### config.mk
export PLATFORM = sky130hd
export DESIGN_NAME = amm_wr_master
export DESIGN_NICKNAME = d
export VERILOG_FILES = /design/src/rtl/amm_wr_master.sv
export SDC_FILE = /design/constraint.sdc
export NUM_CORES = 1
export LEC_CHECK = 0
export BUFFER_PORTS_ARGS = -buffer_cell sky130_fd_sc_hd__buf_2
export CAP_MARGIN = 20
export CORE_MARGIN = 5
export CORE_UTILIZATION = 40
export DETAILED_ROUTE_END_ITERATION = 10
export PLACE_DENSITY = 0.57
export SYNTH_ARGS = -nofsm -noshare
export SYNTH_HDL_FRONTEND = slang
export SYNTH_SLANG_ARGS = --single-unit
### constraint.sdc
create_clock -name clk -period 4.6 [get_ports clk]
set_clock_uncertainty 0.1 [all_clocks]
set_input_delay 0.92 -clock clk [delete_from_list [all_inputs] [get_ports clk]]
set_output_delay 0.92 -clock clk [all_outputs]
set_load 0.05 [all_outputs]
### src/rtl/amm_wr_master.sv
// Avalon-MM write master: buffers stream words in a small FIFO and writes them to
// consecutive word addresses, holding the request stable while waitrequest is high.
module amm_wr_master #(
    parameter int DATA_WIDTH = 64,
    parameter int ADDR_WIDTH = 10,
    parameter int BYTE_CNT   = DATA_WIDTH / 8,
    parameter int FIFO_DEPTH = 4
) (
    input  logic                  clk,
    input  logic                  rst_n,
    input  logic                  run_i,
    input  logic [ADDR_WIDTH-1:0] base_addr_i,
    input  logic [ADDR_WIDTH-1:0] length_i,
    output logic                  busy_o,
    output logic                  done_o,
    input  logic [DATA_WIDTH-1:0] data_i,
    input  logic [BYTE_CNT-1:0]   byteen_i,
    input  logic                  valid_i,
    output logic                  ready_o,
    output logic [ADDR_WIDTH-1:0] amm_address_o,
    output logic                  amm_write_o,
    output logic [DATA_WIDTH-1:0] amm_writedata_o,
    output logic [BYTE_CNT-1:0]   amm_byteenable_o,
    input  logic                  amm_waitrequest_i
);
    localparam int PW = $clog2(FIFO_DEPTH);
    localparam int CW = ADDR_WIDTH + 1;
    localparam logic [PW:0] DEPTH_C = FIFO_DEPTH[PW:0];

    typedef enum logic [1:0] {S_IDLE, S_WRITE, S_DONE} state_t;
    state_t state, state_nxt;

    logic [DATA_WIDTH-1:0] fifo_data [FIFO_DEPTH];
    logic [BYTE_CNT-1:0]   fifo_be   [FIFO_DEPTH];
    logic [PW-1:0]         wr_ptr, rd_ptr;
    logic [PW:0]           fifo_cnt;
    logic [CW-1:0]         len_q, in_cnt, out_cnt;
    logic                  fifo_empty, fifo_full;
    logic                  push, store, pop, load, accept, last;

    assign fifo_empty = (fifo_cnt == '0);
    assign fifo_full  = (fifo_cnt == DEPTH_C);
    assign ready_o    = (state == S_WRITE) && !fifo_full && (in_cnt < len_q);
    assign push       = valid_i && ready_o;
    assign accept     = amm_write_o && !amm_waitrequest_i;
    assign last       = accept && ((out_cnt + CW'(1)) == len_q);
    // Output slot refills when idle or being accepted; an empty FIFO bypasses
    // the incoming beat straight into the output register.
    assign load       = (!amm_write_o || !amm_waitrequest_i) && (!fifo_empty || push);
    assign pop        = load && !fifo_empty;
    assign store      = push && !(fifo_empty && load);

    assign busy_o = (state != S_IDLE);
    assign done_o = (state == S_DONE);

    always_comb begin
        state_nxt = state;
        case (state)
            S_IDLE:  if (run_i) state_nxt = (length_i != '0) ? S_WRITE : S_DONE;
            S_WRITE: if (last) state_nxt = S_DONE;
            S_DONE:  state_nxt = S_IDLE;
            default: state_nxt = S_IDLE;
        endcase
    end

    always_ff @(posedge clk or negedge rst_n) begin
        if (!rst_n) begin
            state         <= S_IDLE;
            len_q         <= '0;
            in_cnt        <= '0;
            out_cnt       <= '0;
            amm_address_o <= '0;
        end else begin
            state <= state_nxt;
            if (state == S_IDLE && run_i) begin
                len_q         <= {1'b0, length_i};
                in_cnt        <= '0;
                out_cnt       <= '0;
                amm_address_o <= base_addr_i;
            end else begin
                if (push) in_cnt <= in_cnt + CW'(1);
                if (accept) begin
                    out_cnt       <= out_cnt + CW'(1);
                    amm_address_o <= amm_address_o + ADDR_WIDTH'(1);
                end
            end
        end
    end

    always_ff @(posedge clk or negedge rst_n) begin
        if (!rst_n) begin
            wr_ptr   <= '0;
            rd_ptr   <= '0;
            fifo_cnt <= '0;
        end else begin
            if (store) wr_ptr <= wr_ptr + PW'(1);
            if (pop)   rd_ptr <= rd_ptr + PW'(1);
            case ({store, pop})
                2'b10:   fifo_cnt <= fifo_cnt + (PW+1)'(1);
                2'b01:   fifo_cnt <= fifo_cnt - (PW+1)'(1);
                default: fifo_cnt <= fifo_cnt;
            endcase
        end
    end

    always_ff @(posedge clk) begin
        if (store) begin
            fifo_data[wr_ptr] <= data_i;
            fifo_be[wr_ptr]   <= byteen_i;
        end
    end

    always_ff @(posedge clk or negedge rst_n) begin
        if (!rst_n) begin
            amm_write_o      <= 1'b0;
            amm_writedata_o  <= '0;
            amm_byteenable_o <= '0;
        end else if (load) begin
            amm_write_o      <= 1'b1;
            amm_writedata_o  <= fifo_empty ? data_i   : fifo_data[rd_ptr];
            amm_byteenable_o <= fifo_empty ? byteen_i : fifo_be[rd_ptr];
        end else if (accept) begin
            amm_write_o <= 1'b0;
        end
    end

endmodule

Word-level counts from Yosys, hierarchy flattened:

Memories as Yosys holds them, arrays and structs flattened.
Cells that the tools add are included.

* flip-flop bits (word level): 124
* memories kept: 2
* RAM bits: 288
* bits of input ports: 97
* logic and storage cells: 72

Memory list
* fifo_data: words 4, bits a word 64, read ports 1, clocked after Yosys merged registers in 0, write ports 1, RTL line 33 `logic [DATA_WIDTH-1:0] fifo_data [FIFO_DEPTH];`
* fifo_be: words 4, bits a word 8, read ports 1, clocked after Yosys merged registers in 0, write ports 1, RTL line 34 `logic [BYTE_CNT-1:0] fifo_be [FIFO_DEPTH];`

* $lt $le $gt $ge: 1
* mux-type cells: 17
* eq/ne operators: 8
* reductions and logical operators: 26
* add/sub/neg operators: 7

Operator list (count)
* $mux 64: 1
* $mux 11: 4
* $add 11x1->11 const B: 2
* $mux 10: 2
* $eq 11x10->1: 1
* $lt 11x10->1: 1
* $add 10x1->10 const B: 1
* $logic_and 1x1->1: 10
* $reduce_bool 10->1: 1
* $reduce_bool 2->1: 5
* $mux 8: 1
* $mux 2: 3
* $pmux 3 s2: 1
* $logic_not 1->1: 5
* $add 2x1->2 const B: 2
* $eq 2x1->1 const B: 2
* $eq 2x2->1 const B: 2
* $mux 1: 4
* $ne 2x2->1 const B: 2
* $pmux 2 s2: 1
* $add 3x1->3 const B: 1
* $eq 3x3->1 const B: 1
* $logic_not 3->1: 1
* $sub 3x1->3 const B: 1
* other kinds (3): 4

Logic depth before layout (Yosys ltp):

* depth after elaboration: 12
* gate-level depth with buffers: 15
* gate-level depth less buffers: 15

Worst setup path after synthesis:

Ideal clock, no wire load.

* kind: reg-to-reg
* start: register len_q[9]
* end: memory fifo_be[0][0] in the netlist's numbering (enable)
* cell stages (with the launch flop): 8
* period minus slack after synthesis: 3908 ps
* path buffers: 0
* setup time: 438 ps
* data arrival time: 3370 ps
* slack: 692 ps
* cells stage by stage: dfrtp_1 > inv_1 > ha_1 > or3_1 > a221oi_2 > and2_1 > a21boi_4 > and3_1

* longest elaborated chain between the ends: 10

RTL lines
* from (decl): RTL line 37 `logic [CW-1:0] len_q, in_cnt, out_cnt;`
* from (signal assigned): RTL line 76 `len_q <= {1'b0, length_i};`
* $lt 11x10->1 (*): RTL line 43 `assign ready_o = (state == S_WRITE) && !fifo_full && (in_cnt < len_q);`
* $logic_and 1x1->1 (*): RTL line 43
* $logic_and 1x1->1 (*): RTL line 44 `assign push = valid_i && ready_o;`
* $logic_or 1x1->1: RTL line 49 `assign load = (!amm_write_o || !amm_waitrequest_i) && (!fifo_empty || push);`
* $logic_and 1x1->1: RTL line 49
* $logic_and 1x1->1: RTL line 51 `assign store = push && !(fifo_empty && load);`
* $logic_not 1->1: RTL line 51
* $logic_and 1x1->1 (*): RTL line 51
* $mux 1 (*): RTL line 107 `if (store) begin`
* $mux 1 (implied by the code) (*): RTL line 109 `fifo_be[wr_ptr] <= byteen_i;`
* to (decl): RTL line 34

Mark *: on every way between the ends. The rest lies on a longest branch, timed or not.

Final worst setup path:

* start: register len_q[4]
* end: output port ready_o

* longest elaborated chain between the ends: 2

RTL lines
* $lt 11x10->1: RTL line 43
* $logic_and 1x1->1: RTL line 43
* to (decl): RTL line 19 `output logic ready_o,`

No other way between the ends.

==> metrics.txt <==
status=finished clean; largest net degree at the start of global routing=96; placed cell count=1635; post-route ant nets=0; Yosys reg bits=412; CTS Hold Bufs=0; dpl ws=1.27 ns; Syn Inst Count=955; Synth Cell Area=16600 µm²; Post-Place Cell Area=18200 µm²; Avg Synthesized Cell Area=17.4 µm²; chip height=214 µm; Tot GR Track Use=0.165; PnR worst setup slack=0.979 ns; area of the core=40900 µm²; P_leak=0.00712 µW; post-synthesis async set-or-reset flop share=0.301; Final GP Congestion=0.793; Yosys top cell area share=0.521; # Post-CTS Setup Buffers=0; Final HPWL DP=23400 µm; Root Buffer=clkbuf_16; Area contributors post-synth=edfxtp_1 (52%), dfrtp_1 (19%), mux4_2 (9.8%); clock period minus worst slack=3.62 ns; fmax=276 MHz; RSZ-0062 raised after global routing=false; share of cells above drive strength 1=0.296; DR vias/cell=5.34; Synth area leader=edfxtp_1; Syn-to-layout area delta=18.3%; vias in the first global route=9558; Setup Viol. Count Final=0; Worst Path Max Fanout=2; final slew viol count=0; initial antenna violation count=4; reg-to-reg startpoint=len_q[9]; CTS Buf Count=44; Slew headroom=0.366; fin cells=1718; Critical Path RT=3.58 ns; Power, Total=14300 µW; Min-Delay Path Class=in2async; wire length of the first global-routing pass=57700 µm; Pwr per Cell Area=729 nW/µm²; Setup TNS=0 ns; CTS tree=yes; CP endpoint kind=output port; initial drt markers=656; Design Area, Final=19600 µm²; final wirelength=37500 µm; Ys Warns=0; WL per Instance=21.8 µm; nets=1264; IO buf count=182; grt ovf=0; H-tree depth=2; commonest register cell after synthesis=edfxtp_1; vias=9166; cts repair resizes=0; Die Area=45700 µm²; crit path from=len_q[4]; CTS max path bufs=3; max-cap violations=0; drc violations=0; row count=74; EDFF count, synth=288; Seq/Total Area, Yosys=0.707; maximum VDD drop=0.000400 V; Yosys cell types=49; data arrival time of the critical path=2.60 ns; Clock Sinks=412; Starting Density=0.406; CP Class=reg2out; Die Span X=214 µm; Syn Nets=1070; Worst-path clk slew=0.06 ns; Worst Setup Start Kind=flip-flop; worst slew pin tran=0.951 ns; first-pass detailed-route iteration total=5; I/O pin count=183; part of the cycle the worst path needs=0.787; Hold Vio Cnt, Final=0; Clock Latency Late Sink=0.56 ns
-- where the power goes --
group          internal, µW  switching, µW  leakage [µW]
Sequential             5080            682       0.00407
Combinational          1910           3040       0.00233
Clock                  2180           1440      0.000730
-- layout make-up --
cell class,count,area (µm²)
Fill cell,3504,21300
Sequential cell,412,11800
Multi-Input combinational cell,473,4560
Clock buffer,59,1240
Timing Repair Buffer,198,1100
Tap cell,532,666
Clock inverter,23,249
Inverter,20,75.1
Antenna cell,1,2.50
-- final timing paths --
| kind | endpoint | slack [ns] | depth (start not counted) |
|---|---|---|---|
| worst max-delay path | ready_o | 0.98 | 8 |
| worst min-delay path | out_cnt[7] | 0.36 | 1 |
| worst max register to register | amm_writedata_o[28] | 1.27 | 9 |
| worst min register to register | in_cnt[6] | 0.43 | 1 |
| max in group asynchronous | amm_byteenable_o[7] | 3.03 | 2 |
| min in group clk | in_cnt[6] | 0.43 | 1 |
-- metrics by stage --
step | utilization | hold slack, ns
6_report | 0.480 | 0.357
3_3_place_gp | 0.444 | 0.407
4_1_cts | 0.480 | 0.386
2_1_floorplan | - | 0.363
5_1_grt | 0.480 | 0.443
3_5_place_dp | 0.444 | 0.415
-- layout by cell type, fill, tap and decap left out, drive strengths merged, types with 2 or more instances in the layout --
cell type and count:
nand4 6, o21ai 29, nor2 25, a21boi 2, and2 7, xnor2 18
mux4 72, nand2b 75, mux2i 2, buf 198, a31oi 2, clkinv 14
nor4 3, edfxtp 288, xor2 21, o221a 72, a21o 5, inv 23
nor3 4, bufinv 5, nand3 14, o21a 2, o22ai 2, clkbuf 59
ha 17, nand2 48, and3 13, o211ai 3, dfrtp 124, or3 6
a21oi 11
-- flip-flops by register name, summed over array words and instances (netlist names) --
| signal | flops |
|---|---|
| amm_address_o | 10 |
| state | 2 |
| rd_ptr | 2 |
| amm_writedata_o | 64 |
| fifo_data | 256 |
| amm_byteenable_o | 8 |
| fifo_cnt | 3 |
| out_cnt | 11 |
| fifo_be | 32 |
| wr_ptr | 2 |
| in_cnt | 11 |
| len_q | 10 |
| amm_write_o | 1 |
-- logic make-up after synthesis --
family | count (synthesis) | synth area share
flops | 412 | 0.707
simple gates | 205 | 0.0655
compound gates | 137 | 0.0735
mux | 74 | 0.0988
buf+inv | 70 | 0.0203
xor+xnor | 39 | 0.0206
fa+ha+maj | 18 | 0.0140
-- per-layer routing --
| metal | GRT usage | up-vias | wire length (µm) | share of wire |
|---|---|---|---|---|
| met1 | 0.233 | 4746 | 16800 | 0.45 |
| met3 | 0.0407 | 41 | 2280 | 0.061 |
| met5 | 0 | - | 34 | 0.00091 |
| met2 | 0.263 | 233 | 17900 | 0.48 |
| li1 | - | 4140 | - | - |
| met4 | 0.0344 | 6 | 470 | 0.013 |
-- cell usage after synthesis, drive strengths merged (11+ instances only) --
master and instances:
nand2b 75, nand3 14, and3 13, nand2 48, buf 19, mux4 72, dfrtp 124, edfxtp 288
nor2 25, o221a 72, a21oi 11, inv 20, clkbuf 31, o21ai 29, xor2 21, xnor2 18
ha 17
-- worst max-delay path: stages, from the launching register on --
cell,delay (ns)
dfrtp_1,0.37
inv_1,0.07
ha_1,0.31
a21o_1,0.16
a21o_1,0.17
a21oi_1,0.17
o21ai_0,0.19
a21boi_0,0.28
buf_2,0.32
No activity file was read; power rests on OpenSTA's default activity.
